### src/rtl/width_packer_pkg.sv
// width_packer_pkg
//
// Shared definitions for the width packer and its consumers (the downstream
// sync FIFO and whatever reads words out of it).
//
// Contents:
//   cnt_width()     - width of the beat-count field for a given RATIO
//   DEF_IN_W        - default beat width
//   DEF_RATIO       - default beats per packed word
//   DEF_CNT_W       - beat-count field width at the defaults
//   DEF_WORD_W      - packed word width at the defaults
//   packed_word_t   - {nbeats, last, data} at the default widths; the FIFO is
//                     instantiated with this type so producer and consumers
//                     agree on the layout
package width_packer_pkg;

    // nbeats must be able to hold RATIO itself, hence RATIO+1.
    function automatic int cnt_width(input int ratio);
        return $clog2(ratio + 1);
    endfunction

    localparam int DEF_IN_W   = 8;
    localparam int DEF_RATIO  = 4;
    localparam int DEF_CNT_W  = cnt_width(DEF_RATIO);
    localparam int DEF_WORD_W = DEF_RATIO * DEF_IN_W + 1 + DEF_CNT_W;

    typedef struct packed {
        logic [DEF_CNT_W-1:0]          nbeats;
        logic                          last;
        logic [DEF_RATIO*DEF_IN_W-1:0] data;
    } packed_word_t;

endpackage

### src/rtl/width_packer.sv
// width_packer
//
// Packs RATIO consecutive IN_W-bit beats from a valid/ready stream into one
// wide word and writes it into a synchronous FIFO through a write-enable/full
// interface. A beat flagged last closes a partial word early so packet
// boundaries survive the width change. Beat 0 lands in the least significant
// lane; lanes not filled in a partial word read zero.
//
// Build option:
//   WIDTH_PACKER_TIMEOUT_EN - when defined, a partial word that sees TIMEOUT
//                             consecutive idle cycles is flushed to the FIFO
//                             with last=0. When undefined there is no idle
//                             counter and no TIMEOUT parameter.
//
// Parameters:
//   IN_W     width of one input beat
//   RATIO    beats per packed word (>= 2, any value)
//   TIMEOUT  idle cycles before a partial word is flushed (option only)
//   CNT_W    derived beat-count field width, $clog2(RATIO+1)
//
// Ports:
//   clk        in   single clock, all logic on posedge
//   rst_n      in   asynchronous active-low reset
//   in_valid   in   beat present
//   in_data    in   beat payload
//   in_last    in   beat closes the current word / packet
//   in_ready   out  beat accepted when in_valid & in_ready at a posedge
//   fifo_wen   out  write strobe to the FIFO
//   fifo_data  out  packed word {nbeats, last, data}
//   fifo_full  in   FIFO full flag (registered inside the FIFO)
module width_packer
    import width_packer_pkg::*;
#(
    parameter int IN_W    = DEF_IN_W,
    parameter int RATIO   = DEF_RATIO,
`ifdef WIDTH_PACKER_TIMEOUT_EN
    parameter int TIMEOUT = 16,
`endif
    localparam int CNT_W  = cnt_width(RATIO),
    localparam int WORD_W = RATIO * IN_W + 1 + CNT_W
) (
    input  logic              clk,
    input  logic              rst_n,
    input  logic              in_valid,
    input  logic [IN_W-1:0]   in_data,
    input  logic              in_last,
    output logic              in_ready,
    output logic              fifo_wen,
    output logic [WORD_W-1:0] fifo_data,
    input  logic              fifo_full
);

    localparam int DATA_W = RATIO * IN_W;

    // Same layout as width_packer_pkg::packed_word_t, sized by this instance.
    typedef struct packed {
        logic [CNT_W-1:0]  nbeats;
        logic              last;
        logic [DATA_W-1:0] data;
    } word_t;

    // ------------------------------------------------------------------
    // State
    // ------------------------------------------------------------------
    logic [DATA_W-1:0] acc_q, acc_d;          // lane accumulator
    logic [CNT_W-1:0]  cnt_q, cnt_d;          // next lane to fill, 0..RATIO-1
    word_t             hold_q, hold_d;        // completed word awaiting write
    logic              hold_valid_q, hold_valid_d;

    // ------------------------------------------------------------------
    // Handshake and completion decode
    // ------------------------------------------------------------------
    logic              accept;
    logic              last_lane;
    logic              complete;
    logic              fifo_write;
    logic              flush;
    logic [DATA_W-1:0] acc_new;               // accumulator with this beat merged

    // fifo_full is a registered flag, so in_ready has no combinational path
    // from in_valid / in_last and the hold register can be drained and
    // refilled in the same cycle.
    assign in_ready   = ~hold_valid_q | ~fifo_full;
    assign fifo_write = hold_valid_q & ~fifo_full;
    assign accept     = in_valid & in_ready;
    assign last_lane  = (cnt_q == CNT_W'(RATIO - 1));
    assign complete   = accept & (last_lane | in_last);

    always_comb begin
        acc_new = acc_q;
        for (int i = 0; i < RATIO; i++) begin
            if (cnt_q == CNT_W'(i)) begin
                acc_new[i*IN_W +: IN_W] = in_data;
            end
        end
    end

    // ------------------------------------------------------------------
    // Idle timeout (optional)
    // ------------------------------------------------------------------
`ifdef WIDTH_PACKER_TIMEOUT_EN
    localparam int IDLE_W = $clog2(TIMEOUT + 1);

    logic [IDLE_W-1:0] idle_q, idle_d;
    logic              idle_cycle;

    // Only a partial word with nothing pending in hold ages; while hold is
    // occupied the counter freezes rather than racing the FIFO.
    assign idle_cycle = (cnt_q != '0) & ~accept & ~hold_valid_q;

    // The counter would reach TIMEOUT at this edge: flush instead.
    assign flush = idle_cycle & (idle_q == IDLE_W'(TIMEOUT - 1));

    always_comb begin
        idle_d = idle_q;
        if (accept || flush) begin
            idle_d = '0;
        end else if (idle_cycle) begin
            idle_d = idle_q + IDLE_W'(1);
        end
    end

    always_ff @(posedge clk or negedge rst_n) begin
        if (!rst_n) begin
            idle_q <= '0;
        end else begin
            idle_q <= idle_d;
        end
    end
`else
    assign flush = 1'b0;
`endif

    // ------------------------------------------------------------------
    // Next-state: accumulator, beat counter, holding register
    // ------------------------------------------------------------------
    always_comb begin
        acc_d        = acc_q;
        cnt_d        = cnt_q;
        hold_d       = hold_q;
        hold_valid_d = hold_valid_q;

        // Drain first; a completion in the same cycle reloads below.
        if (fifo_write) begin
            hold_valid_d = 1'b0;
        end

        if (complete) begin
            hold_d.nbeats = cnt_q + CNT_W'(1);
            hold_d.last   = in_last;
            hold_d.data   = acc_new;
            hold_valid_d  = 1'b1;
            cnt_d         = '0;
            acc_d         = '0;
        end else if (accept) begin
            acc_d = acc_new;
            cnt_d = cnt_q + CNT_W'(1);
        end else if (flush) begin
            // Unfilled lanes are already zero in acc_q.
            hold_d.nbeats = cnt_q;
            hold_d.last   = 1'b0;
            hold_d.data   = acc_q;
            hold_valid_d  = 1'b1;
            cnt_d         = '0;
            acc_d         = '0;
        end
    end

    always_ff @(posedge clk or negedge rst_n) begin
        if (!rst_n) begin
            acc_q        <= '0;
            cnt_q        <= '0;
            hold_q       <= '0;
            hold_valid_q <= 1'b0;
        end else begin
            acc_q        <= acc_d;
            cnt_q        <= cnt_d;
            hold_q       <= hold_d;
            hold_valid_q <= hold_valid_d;
        end
    end

    // ------------------------------------------------------------------
    // Outputs
    // ------------------------------------------------------------------
    assign fifo_wen  = fifo_write;
    assign fifo_data = hold_q;

    // ------------------------------------------------------------------
    // Invariants
    // ------------------------------------------------------------------
`ifndef SYNTHESIS
    // The lane counter never wraps past the last lane.
    a_cnt_range : assert property (@(posedge clk) disable iff (!rst_n)
        cnt_q < CNT_W'(RATIO));

    // A held word always carries at least one beat and at most RATIO.
    a_hold_nbeats : assert property (@(posedge clk) disable iff (!rst_n)
        hold_valid_q |-> (hold_q.nbeats != '0) && (hold_q.nbeats <= CNT_W'(RATIO)));

    // No write is ever presented to a full FIFO.
    a_no_write_full : assert property (@(posedge clk) disable iff (!rst_n)
        fifo_wen |-> !fifo_full);
`endif

endmodule

### config.mk
export PLATFORM = sky130hd
export DESIGN_NAME = width_packer
export DESIGN_NICKNAME = d
export VERILOG_FILES = /design/src/rtl/width_packer_pkg.sv /design/src/rtl/width_packer.sv
export SDC_FILE = /design/constraint.sdc
export NUM_CORES = 1
export LEC_CHECK = 0
export CORE_MARGIN = 5
export CORE_UTILIZATION = 45
export DETAILED_ROUTE_END_ITERATION = 16
export HOLD_SLACK_MARGIN = 0.02
export PLACE_DENSITY = 0.69
export SYNTH_ARGS = -nofsm -noshare
export SYNTH_HDL_FRONTEND = slang
export SYNTH_SLANG_ARGS = --single-unit
### constraint.sdc
create_clock -name clk -period 5.2 [get_ports clk]
set_clock_uncertainty 0.05 [all_clocks]
set_input_delay 0.78 -clock clk [delete_from_list [all_inputs] [get_ports clk]]
set_output_delay 0.78 -clock clk [all_outputs]
set_load 0.01 [all_outputs]
==> reports/metrics.csv, run 1 <==
metric,value,unit
final_hold_viol_count,0,
proportion_of_power_drawn_by_flip_flops_and_latches,0.458,
sequential_cell_area,1800,sq um
grt_max_degree,49,
cts_hold_repair.buffers,0,
synth_mux_area_frac,0.108,
timing.hold.worst_path_depth,1,
tritoncts,yes,
grt_pass1_vias,2156,
grt_antenna_before_repair,0,
status,"finished, final reports clean",
io_buffers,50,
design.die.area,8610,sq um
clkTransAtPathRegs,70,ps
rows,30,
post_synth_num_cell_types,28,
capture_point_of_the_worst_reg_to_reg_path,acc_q[13]$_DFFE_PN0P_,
fraction_of_power_spent_switching_nets,0.297,
first_pass_iters,4,
worstSetupStartpointType,input port,
setup-tns-final,0,ps
share_clk_of_total_power,0.251,
via_count,2188,
ioPinCount,51,
netSwitchingPower,0.000471,W
area_fraction_in_compound_gates_after_synthesis,0.203,
path_type_of_the_worst_setup_path,in -> out,
post_synth_and_or_nand_nor_area_fraction,0.0507,
slew_headroom,0.181,
final_antenna_net_count,0,
postSynth.topFlopCell,sky130_fd_sc_hd__dfrtp_1,
dp_hpwl,4.38,mm
synth_commonest_cells,"72 x sky130_fd_sc_hd__dfrtp_1, 64 x sky130_fd_sc_hd__o21ai_0, 32 x sky130_fd_sc_hd__mux2i_1",
gate_count_after_technology_mapping,254,
cap_violations,0,
slowest_stage,sky130_fd_sc_hd__clkdlybuf4s50_1,
synth_top_family_by_area,compound AO/OA/AOI/OAI gates,
avgRoutedWirePerCell,18.4,um
layout.nets,318,
worst_path_largest_cell_delay,540,ps
power.share.combinational,0.291,
first_iter_violations,79,
syn-num-nets,272,
synth-edff-count,0,
grt_setup_unrepaired,false,
viasPerCell,5.71,
synth.ff_latch_count,72,
die_width,92.8,um
cts-root-to-sink-buffers,2,
crit_required,4370,ps
multi_input_comb_area,1180,sq um
final-max-slew-violation-count,0,
hold_start,acc_q[24]$_DFFE_PN0P_,
ys_seq_area_frac,0.584,
worstPathArrival,1970,ps
final_weighted_congestion_in_routability_driven_placement,0.770,
depth_of_the_cts_h_tree,3,
reg_to_reg_start,cnt_q[0]$_DFFE_PN0P_,
p_per_area,419,nW/um^2
worst-path-max-fanout,4,
cts_post_setup_buffers_inserted,0,
routed_wire_length,7.04,mm
power.leakage,1.71,nW
start_util,0.459,
transition_time_at_the_pin_with_the_least_slew_margin,1230,ps
yosys.area_share.xor_xnor,0,
worst_vdd_drop,178,uV
synth_top_cell_by_area,sky130_fd_sc_hd__dfrtp_1,
globalRoute.totalOverflow,0,
cellInternalPower,0.00111,W
critical_path.top_delay_family,buffers and inverters,
synthesis.yosys.warnings,0,
drc,0,
clk_root_buffer_cell,sky130_fd_sc_hd__clkbuf_8,
post-route-period-util,0.538,
netlist_area,3080,sq um
adder_cell_share_of_the_synthesized_area,0.0203,
finalPower,0.00158,W
syn_area_per_cell,12.1,sq um
total_of_cells_resized_after_clock_tree_synthesis,0,
yosysMostFrequentCell,sky130_fd_sc_hd__dfrtp_1,
hold_path_class,reg -> reg,
timing.critical_path.buf_inv,2,
cpMostUsedCell,sky130_fd_sc_hd__clkdlybuf4s50_1,
grt.total_usage,0.177,
worst_case_register_to_register_setup_slack,2490,ps
yosysTopAreaCellShare,0.584,
shortest_period_the_worst_path_allows,2800,ps
fillers,571,
numClockSinks,72,
crit_path_cell_trace,clkdlybuf4s50_1 > nor2b_1 > clkdlybuf4s50_1,
drive_above_1_share,0.0759,
max_clock_freq,357,MHz
insertion_delay,340,ps
finalSetupViolCount,0,
hold_path_end,acc_q[24]$_DFFE_PN0P_,
num_antenna_cells,0,
core_area,6720,sq um
dieHeight,92.8,um
area.growth.synth_to_final,22.4,%
grt_pass1_wl,11.7,mm
clock_buffer_count_from_cts,9,
ys_top_cells_by_area,"sky130_fd_sc_hd__dfrtp_1 58%, sky130_fd_sc_hd__mux2i_1 10%, sky130_fd_sc_hd__o21ai_0 10%, sky130_fd_sc_hd__a22o_1 7.1%, sky130_fd_sc_hd__ha_1 2.0%",
critical_path.endpoint_type,output port,
synth_async_sr_flop_share,1.00,
worst-r2r-cell-count,6,
[worst max path at each step]
stage,end,cells past startpoint,from,slack [ps]
after floorplan,fifo_data[34]$_DFFE_PN0P_,6,cnt_q[0]$_DFFE_PN0P_,3380
after global placement,acc_q[0]$_DFFE_PN0P_,4,fifo_full,2310
after detailed placement,acc_q[6]$_DFFE_PN0P_,4,fifo_full,2260
after CTS,fifo_wen,3,fifo_full,2390
after global routing,fifo_wen,3,fifo_full,2310
final,fifo_wen,3,fifo_full,2400
[final cells by class]
type                       count  area share
clock buffer                  14      0.0457
inverter                       3     0.00298
multi-input combinational    162       0.312
sequential                    72       0.477
tap                           80      0.0265
timing repair buffer          52       0.135
[power groups by stage]
stage	logic [W]	clock network, W	registers, W
detailed placement	0.000464	0	0.000735
floorplan	0.000217	0	0.000760
global route	0.000505	0.000426	0.000740
global placement	0.000455	0	0.000734
finish	0.000461	0.000398	0.000725
CTS	0.000466	0.000405	0.000726
[cells by family after synthesis]
kind of cell    after synthesis
flops                        72
buf+inv                      20
compound gates              101
fa+ha+maj                     5
simple gates                 23
mux                          33
[state kept, by name (all words and copies together) (netlist names)]
register / count
acc_q: 32
cnt_q: 3
fifo_data: 36
hold_valid_q: 1
[routing by layer]
layer / vias up / GRT usage / share of wire / wire length, um
met2: 60 / 0.254 / 0.44 / 3120
li1: 1011 / - / - / -
met1: 1108 / 0.254 / 0.48 / 3350
met4: 0 / 0.0562 / 0.017 / 119
met3: 9 / 0.0577 / 0.063 / 447
met5: - / 0 / 0 / 0
[layout by cell type (no fill, tap or decap), types with 3 or more instances in the layout]
| cell type | count |
|---|---|
| sky130_fd_sc_hd__dfrtp_1 | 72 |
| sky130_fd_sc_hd__ha_1 | 5 |
| sky130_fd_sc_hd__o21ai_1 | 7 |
| sky130_fd_sc_hd__and2_1 | 8 |
| sky130_fd_sc_hd__o21ai_0 | 64 |
| sky130_fd_sc_hd__clkbuf_8 | 12 |
| sky130_fd_sc_hd__clkdlybuf4s50_1 | 49 |
| sky130_fd_sc_hd__a22o_1 | 25 |
| sky130_fd_sc_hd__inv_1 | 3 |
| sky130_fd_sc_hd__mux2i_1 | 32 |
[metrics by stage]
step | util | cell area [sq um] | hold WS (ps) | setup slack, ps | instances
2_1_floorplan | - | 3080 | 403 | 3380 | 254
3_3_place_gp | 0.536 | 3600 | 418 | 2310 | 369
5_1_grt | 0.562 | 3780 | 455 | 2310 | 383
3_5_place_dp | 0.536 | 3600 | 420 | 2260 | 369
4_1_cts | 0.562 | 3780 | 440 | 2390 | 383
6_report | 0.562 | 3780 | 434 | 2400 | 383
No activity file was read; power rests on OpenSTA's default activity.
==> inputs of run 2 (changes only) <==
PLACE_DENSITY = 0.72   (was 0.69)
clock period = 2.4 ns   (was 5.2 ns; I/O delays follow)
==> reports/metrics.csv, run 2 (synthesis results as in run 1) <==
metric,value,unit,change
drive_above_1_share,0.105,,+0.0295
depth_of_the_cts_h_tree,3,,unchanged
clkTransAtPathRegs,80,ps,about the same
viasPerCell,5.72,,about the same
transition_time_at_the_pin_with_the_least_slew_margin,658,ps,-571 ps
setup-tns-final,0,ps,unchanged
io_buffers,50,,unchanged
grt_pass1_wl,11.7,mm,+0.24%
status,"finished, final reports clean",,
dp_hpwl,4.73,mm,+8.1%
path_type_of_the_worst_setup_path,reg -> reg,,
clk_root_buffer_cell,sky130_fd_sc_hd__clkbuf_8,,
layoutNonFillerInstCount,393,,+2.6%
shortest_period_the_worst_path_allows,2000,ps,
finalSetupViolCount,0,,unchanged
worst_setup_ep,fifo_data[6]$_DFFE_PN0P_,,
grt_antenna_before_repair,0,,unchanged
tritoncts,yes,,
worst_case_register_to_register_setup_slack,400,ps,-2090 ps
hold_path_class,in -> async,,
p_per_area,891,nW/um^2,+110%
dieHeight,92.8,um,unchanged
die_width,92.8,um,unchanged
worstSetupStartpointType,flop,,
rows,30,,unchanged
core_area,6720,sq um,unchanged
design.die.area,8610,sq um,unchanged
start_util,0.459,,unchanged
post-route-period-util,0.832,,
worst-path-max-fanout,23,,+19
slew_headroom,0.561,,+0.380
worstPathArrival,2160,ps,+190 ps
capture_point_of_the_worst_reg_to_reg_path,fifo_data[6]$_DFFE_PN0P_,,
max_clock_freq,501,MHz,
drc,0,,unchanged
reg_to_reg_start,cnt_q[0]$_DFFE_PN0P_,,
clock_buffer_count_from_cts,9,,unchanged
final_cell_mix,"72 x sky130_fd_sc_hd__dfrtp_1, 64 x sky130_fd_sc_hd__o21ai_0, 49 x sky130_fd_sc_hd__clkdlybuf4s50_1",,
final_hold_viol_count,0,,unchanged
finalPower,0.00342,W,+120%
num_antenna_cells,0,,unchanged
routed_wire_length,7.14,mm,+1.4%
first_iter_violations,139,,+76%
layout.nets,326,,+2.5%
via_count,2246,,+2.7%
worst_vdd_drop,368,uV,+110%
crit_start,cnt_q[0]$_DFFE_PN0P_,,
critical_path.endpoint_type,flop,,
ioPinCount,51,,unchanged
area.growth.synth_to_final,24.6,%,
power.leakage,1.75,nW,+2.3%
layout.core_utilization,0.572,,+0.00987
final-max-slew-violation-count,0,,unchanged
place.detailed.instances,376,,+1.9%
most_frequent_standard_cell_in_the_layout_excluding_fill_and_tap_cells,sky130_fd_sc_hd__dfrtp_1,,
worst-r2r-cell-count,6,,unchanged
final_antenna_net_count,0,,unchanged
grt_pass1_vias,2247,,+4.2%
crit_required,2570,ps,-1800 ps
insertion_delay,340,ps,about the same
grt_max_degree,63,,+29%
globalRoute.totalOverflow,0,,unchanged
grt.total_usage,0.175,,-0.00225
numClockSinks,72,,unchanged
cap_violations,0,,unchanged
largest_register_ff_count,36,,unchanged
cts-root-to-sink-buffers,2,,unchanged
grt_setup_unrepaired,false,,
first_pass_iters,4,,unchanged
cts_post_setup_buffers_inserted,0,,unchanged
avgRoutedWirePerCell,18.2,um,-1.2%
final_weighted_congestion_in_routability_driven_placement,0.769,,-0.13%
[run 2: cell count changes in the layout (fill, tap and decap cells not counted), sizes merged]
cell	before	now
dlygate4sd3	0	1
clkinv	0	5
clkbuf	14	10
buf	3	10
clkinvlp	0	1
[run 2: final cells by class]
cell class                      count  area [sq um]
Fill cell                         571          2880
Sequential cell                    72          1800
Multi-Input combinational cell    162          1180
Timing Repair Buffer               60           586
Clock buffer                       10           128
Tap cell                           80           100
Clock inverter                      6          36.3
Inverter                            3          11.3
[run 2: stage by stage]
stage | area, sq um | hold WS, ps | setup slack [ps]
after floorplan | 3080 | 14.4 | 576
after global placement | 3670 | 197 | 427
after detailed placement | 3670 | 199 | 373
after CTS | 3840 | 357 | 388
after global routing | 3840 | 362 | 278
final | 3840 | 360 | 404
[run 2: layer usage]
layer  routed length (um)  vias up  part of all wire  GRT usage
li1                     -     1031                 -          -
met4                  182        0             0.025     0.0647
met1                 3270     1122              0.46      0.238
met2                 3270       77              0.46      0.268
met3                  414       16             0.058     0.0455
met5                    0        -                 0          0
[run 2: repair_timing]
item | in CTS | in global routing
hold buffers | 1 | 0
resized for setup | 0 | 0
endpoints found under the hold margin | 10 | 0
[run 2: worst min path at each step]
stage	endpoint	slack (ps)	cells after the start
2_1_floorplan	acc_q[0]$_DFFE_PN0P_	10	0
3_3_place_gp	fifo_data[22]$_DFFE_PN0P_	200	1
3_5_place_dp	fifo_data[22]$_DFFE_PN0P_	200	1
4_1_cts	fifo_data[13]$_DFFE_PN0P_	360	2
5_1_grt	fifo_data[13]$_DFFE_PN0P_	360	2
6_report	fifo_data[13]$_DFFE_PN0P_	360	2
[run 2: power by group]
group          total (W)  switching (W)  internal [W]
Combinational    0.00102       0.000489      0.000533
Sequential       0.00157       0.000128       0.00145
Clock           0.000828       0.000458      0.000370
Total            0.00342        0.00107       0.00235
[run 2: worst max-delay path: stages (launching register included)]
cell                      delay [ps]
sky130_fd_sc_hd__dfrtp_1         430
sky130_fd_sc_hd__ha_1            230
sky130_fd_sc_hd__ha_1            220
sky130_fd_sc_hd__or2_4           310
sky130_fd_sc_hd__nand2_2         190
sky130_fd_sc_hd__buf_4           280
sky130_fd_sc_hd__o21ai_0         140
==> inputs of run 3 (changes only) <==
PLACE_DENSITY = 0.69   (was 0.72)
clock period = 2 ns   (was 2.4 ns; I/O delays follow)
==> reports/metrics.csv, run 3 (synthesis results as in run 1) <==
metric,value,unit,change
slew_headroom,0.712,,+0.151
critical_path.endpoint_type,flop,,
most_frequent_standard_cell_in_the_layout_excluding_fill_and_tap_cells,sky130_fd_sc_hd__dfrtp_1,,
cts_post_setup_buffers_inserted,0,,unchanged
cap_violations,0,,unchanged
setup-tns-final,0,ps,unchanged
status,"finished, final reports clean",,
multi_input_comb_area,1180,sq um,unchanged
p_per_area,1090,nW/um^2,+22%
largest_register_ff_count,36,,unchanged
grt_setup_unrepaired,false,,
area.growth.synth_to_final,26.7,%,
design.die.area,8610,sq um,unchanged
avgRoutedWirePerCell,17.9,um,-1.5%
layout.cell_area.non_filler,3910,sq um,+1.7%
max_clock_freq,543,MHz,+8.3%
dpl_cell_area,3710,sq um,+1.2%
power.leakage,1.78,nW,+1.8%
worst-path-max-fanout,8,,-65%
drive_above_1_share,0.117,,+0.0117
clkTransAtPathRegs,80,ps,about the same
rows,30,,unchanged
depth_of_the_cts_h_tree,3,,unchanged
final_hold_viol_count,0,,unchanged
grt.total_usage,0.181,,+0.00668
final_cell_mix,"72 x sky130_fd_sc_hd__dfrtp_1, 64 x sky130_fd_sc_hd__o21ai_0, 49 x sky130_fd_sc_hd__clkdlybuf4s50_1",,
post-route-period-util,0.922,,+0.0899
hold_path_class,in -> async,,
start_util,0.459,,unchanged
globalRoute.totalOverflow,0,,unchanged
capture_point_of_the_worst_reg_to_reg_path,acc_q[5]$_DFFE_PN0P_,,
grt_pass1_wl,12.0,mm,+2.5%
core_area,6720,sq um,unchanged
num_antenna_cells,0,,unchanged
grt_pass1_vias,2212,,-1.6%
worstPathArrival,2060,ps,-100 ps
shortest_period_the_worst_path_allows,1840,ps,-153 ps
grt_antenna_before_repair,0,,unchanged
first_pass_iters,4,,unchanged
grt_max_degree,37,,-41%
fillers,548,,-4.0%
dieHeight,92.8,um,unchanged
post-route-worst-setup-slack,157,ps,-247 ps
finalSetupViolCount,0,,unchanged
viasPerCell,5.54,,-3.1%
insertion_delay,330,ps,about the same
final_weighted_congestion_in_routability_driven_placement,0.832,,+8.1%
sequential_cell_area,1800,sq um,unchanged
via_count,2192,,-2.4%
cts-root-to-sink-buffers,2,,unchanged
layout.nets,330,,+1.2%
numClockSinks,72,,unchanged
ioPinCount,51,,unchanged
worst_case_register_to_register_setup_slack,160,ps,-250 ps
worstSetupStartpointType,flop,,
clk_root_buffer_cell,sky130_fd_sc_hd__clkbuf_8,,
worst-r2r-cell-count,5,,-1
tritoncts,yes,,
final_antenna_net_count,0,,unchanged
routed_wire_length,7.09,mm,-0.76%
die_width,92.8,um,unchanged
dp_hpwl,4.85,mm,+2.4%
final-max-slew-violation-count,0,,unchanged
reg_to_reg_start,cnt_q[0]$_DFFE_PN0P_,,
dpl_worst_slack,99.8,ps,-273 ps
clock_buffer_count_from_cts,9,,unchanged
crit_required,2220,ps,-350 ps
drc,0,,unchanged
io_buffers,50,,unchanged
finalPower,0.00425,W,+24%
first_iter_violations,134,,-3.6%
holdWs,372,ps,+11.1 ps
worst_vdd_drop,515,uV,+40%
transition_time_at_the_pin_with_the_least_slew_margin,431,ps,-227 ps
path_type_of_the_worst_setup_path,reg -> reg,,
[run 3: worst max-delay path by stage]
stage               slack [ps]                   endpoint  cells past startpoint                 start
floorplan                  180  fifo_data[34]$_DFFE_PN0P_                      6  cnt_q[0]$_DFFE_PN0P_
global placement           120       acc_q[5]$_DFFE_PN0P_                      4             fifo_full
detailed placement         100       acc_q[1]$_DFFE_PN0P_                      4             fifo_full
CTS                        150   fifo_data[6]$_DFFE_PN0P_                      6  cnt_q[0]$_DFFE_PN0P_
global route                60   fifo_data[6]$_DFFE_PN0P_                      6  cnt_q[0]$_DFFE_PN0P_
finish                     160       acc_q[5]$_DFFE_PN0P_                      5  cnt_q[0]$_DFFE_PN0P_
[run 3: layer usage]
layer  wire, um  track usage  vias up
met3        356       0.0374       14
met2       3330        0.275       68
li1           -            -     1040
met4        123       0.0623        0
met1       3270        0.259     1070
met5          0            0        -
[run 3: per-stage QoR]
stage	utilization	std cells
after floorplan	-	254
after global placement	0.552	380
after detailed placement	0.552	380
after CTS	0.581	396
after global routing	0.581	396
final	0.581	396
[run 3: final cells by class]
type | instances | area share
Sequential cell | 72 | 0.461
Inverter | 3 | 0.00288
Multi-Input combinational cell | 162 | 0.302
Clock inverter | 6 | 0.0157
Timing Repair Buffer | 64 | 0.161
Clock buffer | 9 | 0.0317
Tap cell | 80 | 0.0256
[run 3: what timing repair did]
item / CTS / global route
hold endpoints to repair: 16 / 0
hold buffers: 1 / 0
resized for setup: 0 / 0
setup endpoints to repair: 0 / 0
[run 3: critical path: stages (launching register included)]
cell                      delay (ps)
sky130_fd_sc_hd__dfrtp_1         420
sky130_fd_sc_hd__ha_1            210
sky130_fd_sc_hd__ha_1            230
sky130_fd_sc_hd__or2_4           310
sky130_fd_sc_hd__nor3_4          330
sky130_fd_sc_hd__a22o_1          220
[run 3: power breakdown]
part	switching [W]	internal [W]
clock	0.000535	0.000564
combinational	0.000591	0.000676
sequential	0.000153	0.00173
total	0.00128	0.00297
